<file path="config.mk">
export PLATFORM = sky130hd
export DESIGN_NAME = bnn_threshold_pack
export DESIGN_NICKNAME = d
export VERILOG_FILES = /design/src/rtl/bnn_threshold_pack.sv
export SDC_FILE = /design/constraint.sdc
export NUM_CORES = 1
export LEC_CHECK = 0
export CAP_MARGIN = 25
export CORE_ASPECT_RATIO = 0.7
export CORE_UTILIZATION = 63
export CTS_CLUSTER_SIZE = 24
export DETAILED_ROUTE_END_ITERATION = 12
export DONT_BUFFER_PORTS = 1
export GPL_TIMING_DRIVEN = 1
export HOLD_SLACK_MARGIN = 0.03
export PLACE_DENSITY_LB_ADDON = 0.12
export RECOVER_POWER = 50
export SLEW_MARGIN = 20
export SYNTH_ARGS = -nofsm -noshare
export SYNTH_HDL_FRONTEND = slang
export SYNTH_SLANG_ARGS = --single-unit
</file>
<file path="constraint.sdc">
create_clock -name clk -period 3.53 [get_ports clk]
set_clock_uncertainty 0.2 [all_clocks]
set_input_delay 0.353 -clock clk [delete_from_list [all_inputs] [get_ports clk]]
set_output_delay 0.353 -clock clk [all_outputs]
set_load 0.05 [all_outputs]
</file>
<file path="src/rtl/bnn_threshold_pack.sv">
// rtl/bnn_threshold_pack.sv - binarize dot-product accumulators against BN thresholds and pack into words
// Output word register is loaded on the edge that completes a word; upper unfilled bits stay 0.
module bnn_threshold_pack #(
   parameter int WORD_W    = 32,
   parameter int ACC_W     = 32,
   parameter int N_NEURONS = 64
) (
   input  logic              clk,
   input  logic              rst,
   input  logic              start,
   input  logic              acc_valid,
   output logic              acc_ready,
   input  logic [ACC_W-1:0]  acc_in,
   input  logic [ACC_W-1:0]  thr_in,
   input  logic              thr_flip,
   output logic [WORD_W-1:0] out_word,
   output logic              out_valid,
   input  logic              out_ready,
   output logic              out_last,
   output logic              busy,
   output logic              done
);

   localparam int BW = (WORD_W > 1) ? $clog2(WORD_W) : 1;

   typedef enum logic [1:0] {IDLE, RUN, DRAIN} state_t;

   state_t            state, state_nxt;
   logic [15:0]       nidx;
   logic [BW-1:0]     bidx;
   logic [WORD_W-1:0] pack;
   logic [WORD_W-1:0] pack_nxt;
   logic              act_bit;
   logic              xfer;
   logic              last_neuron;
   logic              complete;
   logic              handshake;

   assign busy      = (state != IDLE);
   assign handshake = out_valid && out_ready;

   always_ff @(posedge clk) begin
      if (rst) state <= IDLE;
      else     state <= state_nxt;
   end

   always_comb begin
      state_nxt = state;
      acc_ready = 1'b0;
      case (state)
         IDLE:  if (start) state_nxt = RUN;
         RUN:   acc_ready = !out_valid || out_ready;
         DRAIN: if (handshake) state_nxt = IDLE;
         default: state_nxt = IDLE;
      endcase

      act_bit     = ($signed(acc_in) >= $signed(thr_in)) ^ thr_flip;
      xfer        = acc_valid && acc_ready;
      last_neuron = (nidx == 16'(N_NEURONS - 1));
      complete    = xfer && ((bidx == BW'(WORD_W - 1)) || last_neuron);
      pack_nxt    = pack | (WORD_W'(act_bit) << bidx);

      // The final neuron's transfer is the only way out of RUN.
      if (state == RUN && xfer && last_neuron) state_nxt = DRAIN;
   end

   always_ff @(posedge clk) begin
      if (rst) begin
         nidx      <= '0;
         bidx      <= '0;
         pack      <= '0;
         out_word  <= '0;
         out_valid <= 1'b0;
         out_last  <= 1'b0;
         done      <= 1'b0;
      end else begin
         done <= 1'b0;
         if (state == IDLE && start) begin
            nidx <= '0;
            bidx <= '0;
            pack <= '0;
         end
         if (handshake) begin
            out_valid <= 1'b0;
            out_last  <= 1'b0;
         end
         // A completion on the same edge as a handshake overrides the clear above.
         if (xfer) begin
            nidx <= nidx + 16'd1;
            if (complete) begin
               out_word  <= pack_nxt;
               out_valid <= 1'b1;
               out_last  <= last_neuron;
               pack      <= '0;
               bidx      <= '0;
            end else begin
               pack <= pack_nxt;
               bidx <= bidx + BW'(1);
            end
         end
         if (state == DRAIN && handshake) done <= 1'b1;
      end
   end

endmodule
</file>
-- After elaboration in Yosys (flattened, before gate mapping)
Cells that the tools add are included.
- output and inout bits: 37
- memories: 0
- bits in registers: 90
- logic and storage cells: 62
- bits in read-only memories: 0
- input port bits: 70
- latch bits: 0
- RAM bits: 0
- reduce and logical (&&, ||, !) cells: 17
- equality and inequality tests: 9
- order comparisons: 1
- multiply operators: 0
- shift-type cells: 1
- bitwise logic cells: 3
- multiplexer cells: 20
- div/mod/pow operators: 0
- add/sub/neg operators: 2
- operators by type and width (kind ; number):
    2-to-1 mux 32 bit ; 3
    greater-or-equal comparator 32 bit ; 1
    2-to-1 mux 16 bit ; 2
    bitwise OR 32 bit ; 1
    << shifter 1 x 5 -> 32 bit ; 1
    adder 16 x 1 -> 16 bit (second input constant) ; 1
    equality test 16 x 6 -> 1 bit (second input constant) ; 1
    2-to-1 mux 5 bit ; 3
    2-to-1 mux 1 bit ; 8
    logical AND 1 bit ; 7
    2-to-1 mux 2 bit ; 3
    inequality test 3 bit (second input constant) ; 2
    one-hot mux 2 bit (3 select lines) ; 1
    AND reduction 3 bit ; 2
    adder 5 x 1 -> 5 bit (second input constant) ; 1
    equality test 5 bit (second input constant) ; 1
    inequality test 2 bit (second input constant) ; 2
    nonzero test 2 bit ; 2
    equality test 2 x 1 -> 1 bit (second input constant) ; 1
    equality test 2 bit (second input constant) ; 1
    logical NOT 2 bit ; 1
    logical OR 1 bit ; 2
    inequality test 2 x 1 -> 1 bit (second input constant) ; 1
    AND reduction 2 bit ; 1
    4 further kinds ; 4

-- Longest topological paths before layout
- depth after elaboration: 8
- mapped depth: 10
- depth with buffers taken out: 9

-- Worst setup path after synthesis
Ideal clock, no wire load.
- kind: input -> register
- start: in thr_in[10]
- end: reg out_word[22]
- cell stages on the path: 10
- path buffers: 1
- arrival time: 2.401 ns
- data required time: 3.196 ns
- path slack: 0.795 ns
- cell sequence: inv_1 > ha_1 > a21oi_1 > nand2_1 > a221oi_1 > o221ai_2 > a41oi_4 > mux2i_2 > buf_6 > o22ai_1
- word-level cells in the longest chain between the ends: 4
- RTL lines (element ; RTL line ; text):
    start, declared ; 14 ; input logic [ACC_W-1:0] thr_in,
    greater-or-equal comparator 32 bit ; 57 ; act_bit = ($signed(acc_in) >= $signed(thr_in)) ^ thr_flip;
    bitwise XOR 1 bit ; 57 ;
    << shifter 1 x 5 -> 32 bit ; 61 ; pack_nxt = pack | (WORD_W'(act_bit) << bidx);
    bitwise OR 32 bit ; 61 ;
    end signal, assigned ; 91 ; out_word <= pack_nxt;
    end, declared ; 16 ; output logic [WORD_W-1:0] out_word,
Every way passes these cells.
A chain may end at the register's enable or synchronous reset.

-- Worst setup path in the final report
- start: reg nidx[9]
- end: reg pack[29]
- word-level cells in the longest chain between the ends: 5
- RTL lines (element ; RTL line ; text):
    start, declared ; 29 ; logic [15:0] nidx;
    start signal, assigned ; 89 ; nidx <= nidx + 16'd1;
    equality test 16 x 6 -> 1 bit ; 59 ; last_neuron = (nidx == 16'(N_NEURONS - 1));
    logical OR 1 bit ; 60 ; complete = xfer && ((bidx == BW'(WORD_W - 1)) || last_neuron);
    logical AND 1 bit ; 60 ;
    2-to-1 mux 32 bit ; 90 ; if (complete) begin
    2-to-1 mux 32 bit ; 88 ; if (xfer) begin
    end signal, assigned ; 97 ; pack <= pack_nxt;
    end, declared ; 31 ; logic [WORD_W-1:0] pack;
Every way passes these cells.

==> reports/qor.csv <==
stage;metric;value;unit
status;status;finished, final reports clean;
synthesis;top cells by count, synth;dfxtp_1, nand2_1, nor2_1;
sta;final setup margin;0.461;ns
routing;vias per std cell;5.95;
sta;RSZ-0062 raised after global routing;false;
routing;via count;3621;
synthesis;Avg Cell Area, Syn;8.82;um2
synthesis;Synth Instances;514;
floorplanning;DIE AREA;7550;um2
floorplanning;die width;103;um
floorplanning;Core Area;6850;um2
synthesis;Main synth FF type;dfxtp_1;
synthesis;syn nets;619;
routing;drt total wl;9.91;mm
final_layout;area occupied by multi-input gates;2470;um2
global_routing;GRT overflow;0;
cts;CTS tree;yes;
critical_path;type of destination of the critical path;flop;
placed_design;Final Wtd Congestion;0.838;
sta;setup_tns;0;ns
min_path;Hold Path Class;primary input to flop;
routing;DR iter-0 viols;182;
global_routing;largest net degree at the start of global routing;59;
sta;fin crit share;0.869;
pwr;peak supply drop;0.282;mV
global_routing;met2 Track Usage GR;0.445;
synthesis;synthesized flop and latch total;90;
placed_design;Setup WS pre-CTS;0.503;ns
global_routing;GR Util met3;0.0757;
floorplanning;Die Y;73.0;um
placed_design;DP Area;4550;um2
final_layout;nets;615;
critical_path;crit-path cells;or4_4 > nor4_4 > a21o_2 > or2_0 > nor2_1 > mux2i_4 > o21ai_0;
final_layout;Reg area;1800;um2
global_routing;first-pass GRT wire length;15.7;mm
sta;final setup violation count;0;
synthesis;Synth cell types;55;
final_layout;ratio of cells with drive above 1 in the final layout;0.0738;
cts;CTS root buf;clkbuf_8;
final_layout;Layout fillers;549;
final_layout;final std cells w/o fill;609;
critical_path;Critical Path AT;3.10;ns
sta;Rel. slew slack;0.509;
synthesis;most common cell in the netlist;dfxtp_1;
sta;Slew Viols, Final;0;
placed_design;PortBufs;0;
run;max-capacitance violation count;0;
pwr;Pwr Total;1.90;mW
sta;fmax;326;MHz
global_routing;GRT busiest layer;met2;
floorplanning;num rows;25;
cts;Reg clk slew, reported paths;0.09;ns
critical_path;Worst setup SP type;flop;
placed_design;Placed Cells;590;
synthesis;sequential element share of the synthesized area;0.397;
cts;clock buffer depth;2;
floorplanning;initial cell density of the core;0.662;
critical_path;CP max-delay cell;or4_4;
final_layout;ANT cells;0;
critical_path;Worst Path Max Fanout;16;
routing;drc violations;0;
routing;ANT nets after route;0;
cts;# Post-CTS Setup Buffers;0;
pwr;Static Leakage;1.91;nW
cts;Clock Latency Late Sink;0.36;ns
synthesis;Area contributors post-synth;dfxtp_1, ha_1, mux2i_1;
final_layout;Area growth syn-to-layout;5.77;%
final_layout;design area;4800;um2
cts;H-Tree Level Count;3;
floorplanning;number of I/O pins;107;
synthesis;cell taking the most area after synthesis;dfxtp_1;
global_routing;antenna violations before repair;0;
global_routing;overall routing resource usage;0.270;
synthesis;Synth async-reset ratio;0;
placed_design;post-DP HPWL;7.10;mm
cts;CTS Sinks;90;
critical_path;Critical Path Max Stage Delay;0.55;ns
sta;min Tclk post-route;3.07;ns
global_routing;vias in the first global route;3410;
critical_path;required time of the critical path;3.56;ns
synthesis;number of enable flip-flop cells after synthesis;0;
sta;Worst Tran Pin Value;0.730;ns
routing;Initial DRT Pass Iterations;4;
critical_path;Worst Path Class, Setup;flop to flop;
synthesis;Synth Warn #;0;
routing;WL per Instance;16.3;um
global_routing;grt met1 use;0.346;
cts;cts bufs inserted;9;
pwr;Power Density;397;nW/um2
synthesis;top cell type's share of synthesized area;0.397;
sta;Hold Fails Final Rpt;0;
synthesis;mapped cell area;4540;um2
## where the power goes
part           internal, mW  switching, mW  leakage, nW
Combinational        0.0619          0.105         1.09
Clock                 0.336          0.379       0.0979
Sequential             1.02        0.00382        0.725
## registers in the layout (all words and copies together) (netlist names)
register   count
pack          32
done           1
out_word      32
state          2
bidx           5
out_last       1
out_valid      1
nidx          16
## metal layers
| layer | share of wire | vias to the layer above |
|---|---|---|
| li1 | - | 1811 |
| met1 | 0.47 | 1693 |
| met2 | 0.45 | 101 |
| met3 | 0.067 | 16 |
| met4 | 0.015 | 0 |
| met5 | 0 | - |
## layout make-up
type,count,share of cell area
clock inverters,6,0.0151
repair buffers,8,0.0170
clock buffers,10,0.0266
well taps,94,0.0245
multi-input cells,367,0.515
inverters,34,0.0266
flip-flops and latches,90,0.376
## cells by family (layout without fill, tap and decap cells)
logic type      Yosys count  in the layout  synth area share
buf+inv                  57             58            0.0593
compound gates          115            115             0.156
simple gates            174            174             0.187
mux                      40             40            0.0982
xor+xnor                  3              3           0.00579
fa+ha+maj                35             35            0.0966
flops                    90             90             0.397
## through the flow
| stage | util | hold slack [ns] |
|---|---|---|
| 3_3_place_gp | 0.665 | 0.233 |
| 5_1_grt | 0.700 | 0.0859 |
| 2_1_floorplan | - | 0.224 |
| 6_report | 0.700 | 0.0570 |
| 3_5_place_dp | 0.665 | 0.234 |
| 4_1_cts | 0.701 | 0.0414 |
## final timing paths
| path | start | endpoint | slack, ns | cells past startpoint |
|---|---|---|---|---|
| worst min-delay path | out_ready | out_valid | 0.06 | 2 |
| worst max register to register | nidx[9] | pack[29] | 0.46 | 7 |
| worst max-delay path | nidx[9] | pack[29] | 0.46 | 7 |
| worst min register to register | pack[11] | pack[11] | 0.26 | 2 |
## worst max-delay path: cells and delay by family, from the launching register on
| family | cells | cell delay, ns |
|---|---|---|
| simple gates | 4 | 1.51 |
| mux | 1 | 0.46 |
| compound gates | 2 | 0.42 |
| flops | 1 | 0.34 |
## cells in the final DEF, fill, tap and decap left out, types with 3 or more instances in the layout
cell type   n
dfxtp_1    90
nand2_1    69
nor2_1     36
ha_1       35
inv_1      34
mux2i_1    33
o22ai_1    31
a21oi_1    23
o21ai_0    21
nand3_1    20
o21ai_1    20
nor3_1      9
clkbuf_8    9
and3_1      7
nor2b_1     6
buf_4       4
nand2b_1    3
nor3b_1     3
mux2i_4     3
mux2_2      3
o21a_1      3
inv_6       3
## what timing repair did
item | CTS | global route
resized for setup | 0 | 0
hold buffers | 3 | 0
hold endpoints to repair | 58 | 0
No activity file was read; power rests on OpenSTA's default activity.
